File: src/rtl/vga_timing_gen_if.sv
// vga_timing_gen_if
//   Bundles the pixel-source and VGA-connector signals of vga_timing_gen.
//   master : the timing generator (drives counts, strobes, syncs, RGB; reads *_in)
//   slave  : the pixel source / connector side
//   Signals:
//     red_in/green_in/blue_in   colour for the current (h_count, v_count)
//     pattern_sel               colour-bar select (only with VGA_TEST_PATTERN_EN)
//     h_count/v_count           raster position
//     pix_ce, video_active, frame_start
//     horizonal_sync/vertical_sync, red/green/blue   registered VGA outputs
interface vga_timing_gen_if #(
  parameter int COUNTER_BITS = 10,
  parameter int BIT_DEPTH    = 4
);
  logic [BIT_DEPTH-1:0]    red_in;
  logic [BIT_DEPTH-1:0]    green_in;
  logic [BIT_DEPTH-1:0]    blue_in;
`ifdef VGA_TEST_PATTERN_EN
  logic                    pattern_sel;
`endif
  logic [COUNTER_BITS-1:0] h_count;
  logic [COUNTER_BITS-1:0] v_count;
  logic                    pix_ce;
  logic                    video_active;
  logic                    frame_start;
  logic                    horizonal_sync;
  logic                    vertical_sync;
  logic [BIT_DEPTH-1:0]    red;
  logic [BIT_DEPTH-1:0]    green;
  logic [BIT_DEPTH-1:0]    blue;

  modport master (
    input  red_in, green_in, blue_in,
`ifdef VGA_TEST_PATTERN_EN
    input  pattern_sel,
`endif
    output h_count, v_count, pix_ce, video_active, frame_start,
    output horizonal_sync, vertical_sync, red, green, blue
  );

  modport slave (
    output red_in, green_in, blue_in,
`ifdef VGA_TEST_PATTERN_EN
    output pattern_sel,
`endif
    input  h_count, v_count, pix_ce, video_active, frame_start,
    input  horizonal_sync, vertical_sync, red, green, blue
  );
endinterface

File: src/rtl/vga_timing_gen.sv
// vga_timing_gen
//   Parametrised VGA raster timing generator with registered sync/RGB stage.
//   A clock divider produces pix_ce; h/v counters advance on it. Syncs and
//   blanked RGB are registered on pix_ce from the pre-increment counts, so they
//   lag the counts by exactly one pixel period.
//   Ports:
//     clk    system clock
//     reset  synchronous, active-high
//     vga    vga_timing_gen_if.master (pixel inputs, counts, strobes, VGA outputs)
//   Optional feature: define VGA_TEST_PATTERN_EN to add pattern_sel, which
//   replaces active-video RGB with 8 vertical colour bars.
module vga_timing_gen #(
  parameter int COUNTER_BITS = 10,
  parameter int BIT_DEPTH    = 4,
  parameter int CLK_DIV      = 4,
  parameter int H_ACTIVE     = 640,
  parameter int H_FP         = 16,
  parameter int H_SYNC       = 96,
  parameter int H_BP         = 48,
  parameter int V_ACTIVE     = 480,
  parameter int V_FP         = 10,
  parameter int V_SYNC       = 2,
  parameter int V_BP         = 33,
  parameter bit HS_POL       = 1'b0,
  parameter bit VS_POL       = 1'b0
) (
  input logic              clk,
  input logic              reset,
  vga_timing_gen_if.master vga
);
  localparam int H_TOTAL   = H_ACTIVE + H_FP + H_SYNC + H_BP;
  localparam int V_TOTAL   = V_ACTIVE + V_FP + V_SYNC + V_BP;
  localparam int MAX_TOTAL = (H_TOTAL > V_TOTAL) ? H_TOTAL : V_TOTAL;
  localparam int DIV_W     = (CLK_DIV > 1) ? $clog2(CLK_DIV) : 1;

  localparam logic [DIV_W-1:0]        DIV_LAST = DIV_W'(CLK_DIV - 1);
  localparam logic [COUNTER_BITS-1:0] H_LAST   = COUNTER_BITS'(H_TOTAL - 1);
  localparam logic [COUNTER_BITS-1:0] V_LAST   = COUNTER_BITS'(V_TOTAL - 1);
  localparam logic [COUNTER_BITS-1:0] H_ACT_C  = COUNTER_BITS'(H_ACTIVE);
  localparam logic [COUNTER_BITS-1:0] V_ACT_C  = COUNTER_BITS'(V_ACTIVE);
  localparam logic [COUNTER_BITS-1:0] HS_START = COUNTER_BITS'(H_ACTIVE + H_FP);
  localparam logic [COUNTER_BITS-1:0] HS_END   = COUNTER_BITS'(H_ACTIVE + H_FP + H_SYNC);
  localparam logic [COUNTER_BITS-1:0] VS_START = COUNTER_BITS'(V_ACTIVE + V_FP);
  localparam logic [COUNTER_BITS-1:0] VS_END   = COUNTER_BITS'(V_ACTIVE + V_FP + V_SYNC);

  if (CLK_DIV < 1 || (64'd1 << COUNTER_BITS) <= 64'(MAX_TOTAL - 1)) begin : g_bad_cfg
    $error("vga_timing_gen: CLK_DIV must be >= 1 and COUNTER_BITS must hold max(H_TOTAL,V_TOTAL)-1");
  end

  logic [DIV_W-1:0]        div_q, div_d;
  logic                    pix_ce_q, pix_ce_d;
  logic [COUNTER_BITS-1:0] h_q, h_d, v_q, v_d;
  logic                    hs_q, hs_d, vs_q, vs_d;
  logic [BIT_DEPTH-1:0]    r_q, r_d, g_q, g_d, b_q, b_d;
  logic                    active;
  logic [BIT_DEPTH-1:0]    src_r, src_g, src_b;

`ifdef VGA_TEST_PATTERN_EN
  localparam logic [COUNTER_BITS-1:0] BAR_W = COUNTER_BITS'(H_ACTIVE / 8);
  logic [2:0] bar;
`endif

  always_comb begin
    active = (h_q < H_ACT_C) && (v_q < V_ACT_C);

`ifdef VGA_TEST_PATTERN_EN
    bar = 3'(h_q / BAR_W);
    if (vga.pattern_sel) begin
      src_r = {BIT_DEPTH{bar[2]}};
      src_g = {BIT_DEPTH{bar[1]}};
      src_b = {BIT_DEPTH{bar[0]}};
    end else begin
      src_r = vga.red_in;
      src_g = vga.green_in;
      src_b = vga.blue_in;
    end
`else
    src_r = vga.red_in;
    src_g = vga.green_in;
    src_b = vga.blue_in;
`endif

    // pix_ce is registered from the divider terminal count, so it first
    // rises CLK_DIV clocks after reset and stays high when CLK_DIV == 1.
    pix_ce_d = (div_q == DIV_LAST);
    div_d    = pix_ce_d ? '0 : div_q + DIV_W'(1);

    h_d  = h_q;
    v_d  = v_q;
    hs_d = hs_q;
    vs_d = vs_q;
    r_d  = r_q;
    g_d  = g_q;
    b_d  = b_q;
    if (pix_ce_q) begin
      if (h_q == H_LAST) begin
        h_d = '0;
        v_d = (v_q == V_LAST) ? '0 : v_q + COUNTER_BITS'(1);
      end else begin
        h_d = h_q + COUNTER_BITS'(1);
      end
      hs_d = ((h_q >= HS_START) && (h_q < HS_END)) ? HS_POL : ~HS_POL;
      vs_d = ((v_q >= VS_START) && (v_q < VS_END)) ? VS_POL : ~VS_POL;
      r_d  = active ? src_r : '0;
      g_d  = active ? src_g : '0;
      b_d  = active ? src_b : '0;
    end
  end

  always_ff @(posedge clk) begin
    if (reset) begin
      div_q    <= '0;
      pix_ce_q <= 1'b0;
      h_q      <= '0;
      v_q      <= '0;
      hs_q     <= ~HS_POL;
      vs_q     <= ~VS_POL;
      r_q      <= '0;
      g_q      <= '0;
      b_q      <= '0;
    end else begin
      div_q    <= div_d;
      pix_ce_q <= pix_ce_d;
      h_q      <= h_d;
      v_q      <= v_d;
      hs_q     <= hs_d;
      vs_q     <= vs_d;
      r_q      <= r_d;
      g_q      <= g_d;
      b_q      <= b_d;
    end
  end

  assign vga.h_count        = h_q;
  assign vga.v_count        = v_q;
  assign vga.pix_ce         = pix_ce_q;
  assign vga.video_active   = active;
  assign vga.frame_start    = pix_ce_q && (h_q == '0) && (v_q == '0);
  assign vga.horizonal_sync = hs_q;
  assign vga.vertical_sync  = vs_q;
  assign vga.red            = r_q;
  assign vga.green          = g_q;
  assign vga.blue           = b_q;
endmodule

File: src/flat_wrapper.sv
// flat-port wrapper written by rule: the top's interface ports become plain ports
module vga_timing_gen_flat 
#(
  parameter int COUNTER_BITS = 10,
  parameter int BIT_DEPTH    = 4,
  parameter int CLK_DIV      = 4,
  parameter int H_ACTIVE     = 640,
  parameter int H_FP         = 16,
  parameter int H_SYNC       = 96,
  parameter int H_BP         = 48,
  parameter int V_ACTIVE     = 480,
  parameter int V_FP         = 10,
  parameter int V_SYNC       = 2,
  parameter int V_BP         = 33,
  parameter bit HS_POL       = 1'b0,
  parameter bit VS_POL       = 1'b0
)
  (clk, reset, vga_red_in, vga_green_in, vga_blue_in, vga_h_count, vga_v_count, vga_pix_ce, vga_video_active, vga_frame_start, vga_horizonal_sync, vga_vertical_sync, vga_red, vga_green, vga_blue);
  vga_timing_gen_if #(.COUNTER_BITS(COUNTER_BITS), .BIT_DEPTH(BIT_DEPTH)) vga_i ();
  input logic clk;
  input logic reset;
  input wire logic [$bits(vga_i.red_in)-1:0] vga_red_in;
  input wire logic [$bits(vga_i.green_in)-1:0] vga_green_in;
  input wire logic [$bits(vga_i.blue_in)-1:0] vga_blue_in;
  output wire logic [$bits(vga_i.h_count)-1:0] vga_h_count;
  output wire logic [$bits(vga_i.v_count)-1:0] vga_v_count;
  output wire logic [$bits(vga_i.pix_ce)-1:0] vga_pix_ce;
  output wire logic [$bits(vga_i.video_active)-1:0] vga_video_active;
  output wire logic [$bits(vga_i.frame_start)-1:0] vga_frame_start;
  output wire logic [$bits(vga_i.horizonal_sync)-1:0] vga_horizonal_sync;
  output wire logic [$bits(vga_i.vertical_sync)-1:0] vga_vertical_sync;
  output wire logic [$bits(vga_i.red)-1:0] vga_red;
  output wire logic [$bits(vga_i.green)-1:0] vga_green;
  output wire logic [$bits(vga_i.blue)-1:0] vga_blue;
  assign vga_i.red_in = vga_red_in;
  assign vga_i.green_in = vga_green_in;
  assign vga_i.blue_in = vga_blue_in;
  assign vga_h_count = vga_i.h_count;
  assign vga_v_count = vga_i.v_count;
  assign vga_pix_ce = vga_i.pix_ce;
  assign vga_video_active = vga_i.video_active;
  assign vga_frame_start = vga_i.frame_start;
  assign vga_horizonal_sync = vga_i.horizonal_sync;
  assign vga_vertical_sync = vga_i.vertical_sync;
  assign vga_red = vga_i.red;
  assign vga_green = vga_i.green;
  assign vga_blue = vga_i.blue;
  vga_timing_gen #(.COUNTER_BITS(COUNTER_BITS), .BIT_DEPTH(BIT_DEPTH), .CLK_DIV(CLK_DIV), .H_ACTIVE(H_ACTIVE), .H_FP(H_FP), .H_SYNC(H_SYNC), .H_BP(H_BP), .V_ACTIVE(V_ACTIVE), .V_FP(V_FP), .V_SYNC(V_SYNC), .V_BP(V_BP), .HS_POL(HS_POL), .VS_POL(VS_POL)) u_core (.clk(clk), .reset(reset), .vga(vga_i));
endmodule
File: config.mk
export PLATFORM = sky130hd
export DESIGN_NAME = vga_timing_gen_flat
export DESIGN_NICKNAME = d
export VERILOG_FILES = /design/src/rtl/vga_timing_gen_if.sv /design/src/rtl/vga_timing_gen.sv /design/src/flat_wrapper.sv
export SDC_FILE = /design/constraint.sdc
export NUM_CORES = 1
export LEC_CHECK = 0
export CAP_MARGIN = 30
export CELL_PAD_IN_SITES_DETAIL_PLACEMENT = 1
export CELL_PAD_IN_SITES_GLOBAL_PLACEMENT = 2
export CORE_MARGIN = 1
export CORE_UTILIZATION = 27
export CTS_CLUSTER_DIAMETER = 40
export DETAILED_ROUTE_END_ITERATION = 7
export GPL_TIMING_DRIVEN = 1
export PLACE_DENSITY = 0.75
export SLEW_MARGIN = 20
export SYNTH_ARGS = -nofsm -noshare
export SYNTH_HDL_FRONTEND = slang
export SYNTH_SLANG_ARGS = --single-unit
File: constraint.sdc
create_clock -name clk -period 1.9 [get_ports clk]
set_input_delay 0.285 -clock clk [delete_from_list [all_inputs] [get_ports clk]]
set_output_delay 0.285 -clock clk [all_outputs]
set_load 0.05 [all_outputs]
After elaboration in Yosys (flattened, before gate mapping)
Cells that the tools add are included.
{ "word_totals": {"word_cells": 37, "inputBits": 14, "register_bits": 37, "out_inout_bits": 37} }
{ "classes": {"reduce_logical": 9, "add_sub_neg": 3, "eq_ne": 3, "magnitude_cmp": 6, "muxes": 7} }
{ "ops": {"columns": ["cell", "count"], "rows": [
  ["adder 10 x 1 -> 10 bit (second input constant)", 2],
  ["== test 10 bit (second input constant)", 2],
  ["logical NOT 10 bit", 2],
  ["less-than comparator 10 bit (second input constant)", 2],
  ["less-than comparator 10 x 9 -> 1 bit (second input constant)", 2],
  ["two-way mux 10 bit", 2],
  ["two-way mux 4 bit", 3],
  ["greater-or-equal comparator 10 bit (second input constant)", 1],
  ["greater-or-equal comparator 10 x 9 -> 1 bit (second input constant)", 1],
  ["logical AND 1 bit", 5],
  ["adder 2 x 1 -> 2 bit (second input constant)", 1],
  ["== test 2 bit (second input constant)", 1],
  ["two-way mux 1 bit", 2],
  ["AND reduction 2 bit", 1],
  ["OR reduction 2 bit", 1]
]} }

Longest topological paths before layout
{ "depth": {"depth_word": 3, "depth_mapped": 6, "mapped_depth_nobuf": 6} }

Worst setup path after synthesis
No wires, ideal clock.
{ "synth_path": {"path_type": "register to register", "start": "register u_core.v_q[5], in the netlist u_core.vga.v_count[5]", "end": "register u_core.b_q[0], in the netlist u_core.vga.blue[0]", "setup_time_ns": 0.060, "required_time_ns": 1.840, "setup_slack_ns": -0.948, "path_buffers": 2, "arrival_ns": 2.788, "stages_incl_launch_ff": 7, "period_less_slack_ns": 2.848, "path_cell_list": "dfxtp_1 -> clkbuf_1 -> and4_1 -> nor3_1 -> and3b_1 -> clkbuf_1 -> a22o_1"} }
{ "synth_via": {"elab_chain_len": 3} }
{ "synth_lines": {"columns": ["element", "line_no", "text"], "rows": [
  ["from (decl)", "vga_timing_gen.sv:52", "logic [COUNTER_BITS-1:0] h_q, h_d, v_q, v_d;"],
  ["from (signal assigned)", "vga_timing_gen.sv:125", "v_q <= v_d;"],
  ["less-than comparator 10 x 9 -> 1 bit", "vga_timing_gen.sv:64", "active = (h_q < H_ACT_C) && (v_q < V_ACT_C);"],
  ["logical AND 1 bit", "vga_timing_gen.sv:64", null],
  ["via vga_video_active", "flat_wrapper.sv:28", "output wire logic [$bits(vga_i.video_active)-1:0] vga_video_active;"],
  ["two-way mux 4 bit", "vga_timing_gen.sv:106", "b_d = active ? src_b : '0;"],
  ["to (signal assigned)", "vga_timing_gen.sv:120", "b_q <= '0;"],
  ["to (signal assigned)", "vga_timing_gen.sv:130", "b_q <= b_d;"],
  ["to (decl)", "vga_timing_gen.sv:54", "logic [BIT_DEPTH-1:0] r_q, r_d, g_q, g_d, b_q, b_d;"]
]} }
The timed path passes the listed nets, and every way through them passes these cells.
A chain may end at the register's enable or synchronous reset.

Final worst setup path
{ "layout_path": {"start": "register u_core.v_q[0], in the netlist u_core.vga.v_count[0]", "end": "output port vga_frame_start"} }
{ "layout_via": {"elab_chain_len": 2} }
{ "layout_lines": {"columns": ["element", "line_no", "text"], "rows": [
  ["logical NOT 10 bit", "vga_timing_gen.sv:138", "assign vga.frame_start = pix_ce_q && (h_q == '0) && (v_q == '0);"],
  ["logical AND 1 bit", "vga_timing_gen.sv:138", null],
  ["to (decl)", "flat_wrapper.sv:29", "output wire logic [$bits(vga_i.frame_start)-1:0] vga_frame_start;"]
]} }
Every way passes these cells.

==> flow_summary.ini <==
[placed_design]
place_congestion = 0.735
dpl_cell_area_sq_um = 2390
dp.cells = 308
dp_slack_ps = 122
hpwl_um = 3600
io_buffers = 50

[sta]
drv_slew = 0
finalSetupTns_ps = 0
finalCritPeriodShare = 0.999
setup_viol = 0
period_minus_slack_ps = 1900
worst_pin_slew_ps = 780
setup_slack_ps = 1.32
whs_ps = 437
hold_viol = 0
timing.fmax_ghz = 0.527
clock_skew_ps = 9.98
relSlewSlack = 0.478
rsz0062_at_grt = true

[cts]
clk-insertion-delay-late_ps = 300
clk_pin_slew_ps = 80
cts_buffers = 5
clk_path_buf_depth = 2
cts_tree = yes
clock-root-buffer = clkbuf_8
ctsHtreeMaxLevel = 2
postCtsHoldBufs = 0
cts.sinks = 37

[setup_path]
crit_path_cell_trace = inv_2 > ha_4 > nor4b_4 > nand4_1 > nor3_4 > buf_12
crit_family = simple AND/OR/NAND/NOR gates
crit_type = flip-flop to primary output
cpMaxStageDelayCell = dfxtp_4
slowest_delay_ps = 350
cp-end-kind = primary output
cp-start-kind = flip-flop
critical_path.max_fanout = 2
crit_required_ps = 1620
crit_buf_inv = 2
critPathArrivalTime_ps = 1610

[synth]
synth_cell_types = 44
synth_top_area_cell = dfxtp_1
synth_fp_nets = 202
yosysSeqAreaShare = 0.438
yosys-top-cells-area = dfxtp_1 44%, a22o_1 6.2%, ha_1 3.7%
synth_area_sq_um = 1690
syn-instance-count = 183
synth_top_cell_area_share = 0.438
ys_seq_elements = 37
synth-edff-count = 0
avgSynthCellArea_sq_um = 9.24
synth_flop_cell = dfxtp_1
synthArstFlopShare = 0
yosys_warnings = 0

[floorplan]
initial_utilization = 0.282
io_pins = 51
core_sq_um = 5990
fp.dieW_um = 81.1
die_area_sq_um = 6580
std_cell_rows = 28
dieHeight_um = 81.1

[layout]
layout.cells.non_filler = 324
final_common_cell = clkdlybuf4s50_1
antenna_cells = 0
layout_common_cells = 41 x clkdlybuf4s50_1, 23 x buf_4, 18 x dfxtp_1
drive_gt1_frac = 0.273
postLayoutCellArea_sq_um = 2610
synthToLayoutAreaGrowth_pct = 54.3
fin_nets = 267
nFillCells = 672

[route]
postRouteAntennaNets = 0
viasPerCell = 5.18
drt-initial-drc-count = 36
wirelength_um = 5430
via_count = 1679
drt-pass1-iter-count = 4
wl_per_cell_um = 16.7
drc = 0

[pwr]
power.leakage_nw = 0.992
power_density_nw_per_um2 = 571
ir_drop_mv = 0.337

[global_route]
grt_pass1_wl_um = 8800
grt_overflow = 0
antenna_found_initial = 0
track_usage = 0.179
first_global_vias = 1668
grt_max_degree = 17

[status]
outcome = finished, final reports clean

[flow_run]
maxCapViolCount = 0

[min_path]
hold_path_class = flip-flop to flip-flop
## logic make-up (layout without fill, tap and decap cells)
kind of cell	count (synthesis)	count (layout)	share of synthesized area
and+or+nand+nor	77	77	0.278
AOI/OAI and AO/OA	38	38	0.155
DFF	37	37	0.438
buffers and inverters	17	83	0.0444
xor gates and xnor gates	8	8	0.0415
adders and majority gates	5	5	0.0370
muxes	1	1	0.00592
## timing repair
item | in CTS | in global routing
setup buffers | 8 | 0
setup endpoints to repair | 1 | 5
gates resized for setup | 10 | 8
pin swaps | 3 | 1
## through the flow
step	power [mW]	utilization
after floorplan	0.886	-
after global placement	0.953	0.400
after detailed placement	0.955	0.400
after CTS	1.51	0.430
after global routing	1.56	0.435
final	1.49	0.435
## sequential cells by signal (all words and copies together) (netlist names)
signal                     flops
u_core.vga.v_count            10
u_core.vga.h_count            10
u_core.vga.pix_ce              1
u_core.vga.red                 4
u_core.vga.green               4
u_core.div_q                   2
u_core.vga.blue                4
u_core.vga.horizonal_sync      1
u_core.vga.vertical_sync       1
## worst reg2reg max path, stage by stage, from the launching register on
cell	delay [ps]
dfxtp_4	360
buf_4	120
buf_4	120
ha_4	140
nand4_1	100
or4_4	450
or3_1	330
a21oi_1	140
## synth_stat cells, types with 3 or more instances
library cell  count
nor3_1            8
a31oi_1           3
nor4_1            3
nor2_1           10
nand2b_1          4
buf_2             3
or4_1             3
nand2_1           5
nand4b_1          3
inv_1             5
clkbuf_1          8
xor2_1            5
and4_1            3
dfxtp_1          37
xnor2_1           3
nand3_1          12
nand4_1           8
a21oi_1          11
ha_1              5
o21ai_0           4
a22o_1           12
## worst paths after layout
| path | from | endpoint | slack (ps) | depth (start not counted) |
|---|---|---|---|---|
| hold / removal | u_core.div_q[0] | u_core.div_q[0] | 440 | 1 |
| setup reg to reg | u_core.vga.v_count[0] | u_core.vga.v_count[8] | 80 | 7 |
| setup / recovery | u_core.vga.v_count[0] | vga_frame_start | 1 | 6 |
| hold reg to reg | u_core.div_q[0] | u_core.div_q[0] | 440 | 1 |
## layout make-up
class                           count  area (sq um)  share of cell area
Tap cell                           75          93.8              0.0360
Sequential cell                    37           782               0.300
Clock buffer                        5          68.8              0.0264
Multi-Input combinational cell    129           952               0.365
Clock inverter                      3          16.3             0.00624
Inverter                            5          21.3             0.00816
Timing Repair Buffer               70           673               0.258
## layer usage
layer	up-vias	share of wire	track usage
met5	-	0	0
met4	0	0.018	0.0643
met3	8	0.037	0.0337
met2	35	0.48	0.297
met1	823	0.46	0.230
li1	813	-	-
## where the power goes
part           switching [mW]  internal (mW)
combinational          0.0699         0.0649
clock                   0.303          0.254
sequential             0.0146          0.781
total                   0.388           1.10
(Power assumes the default switching activity.)
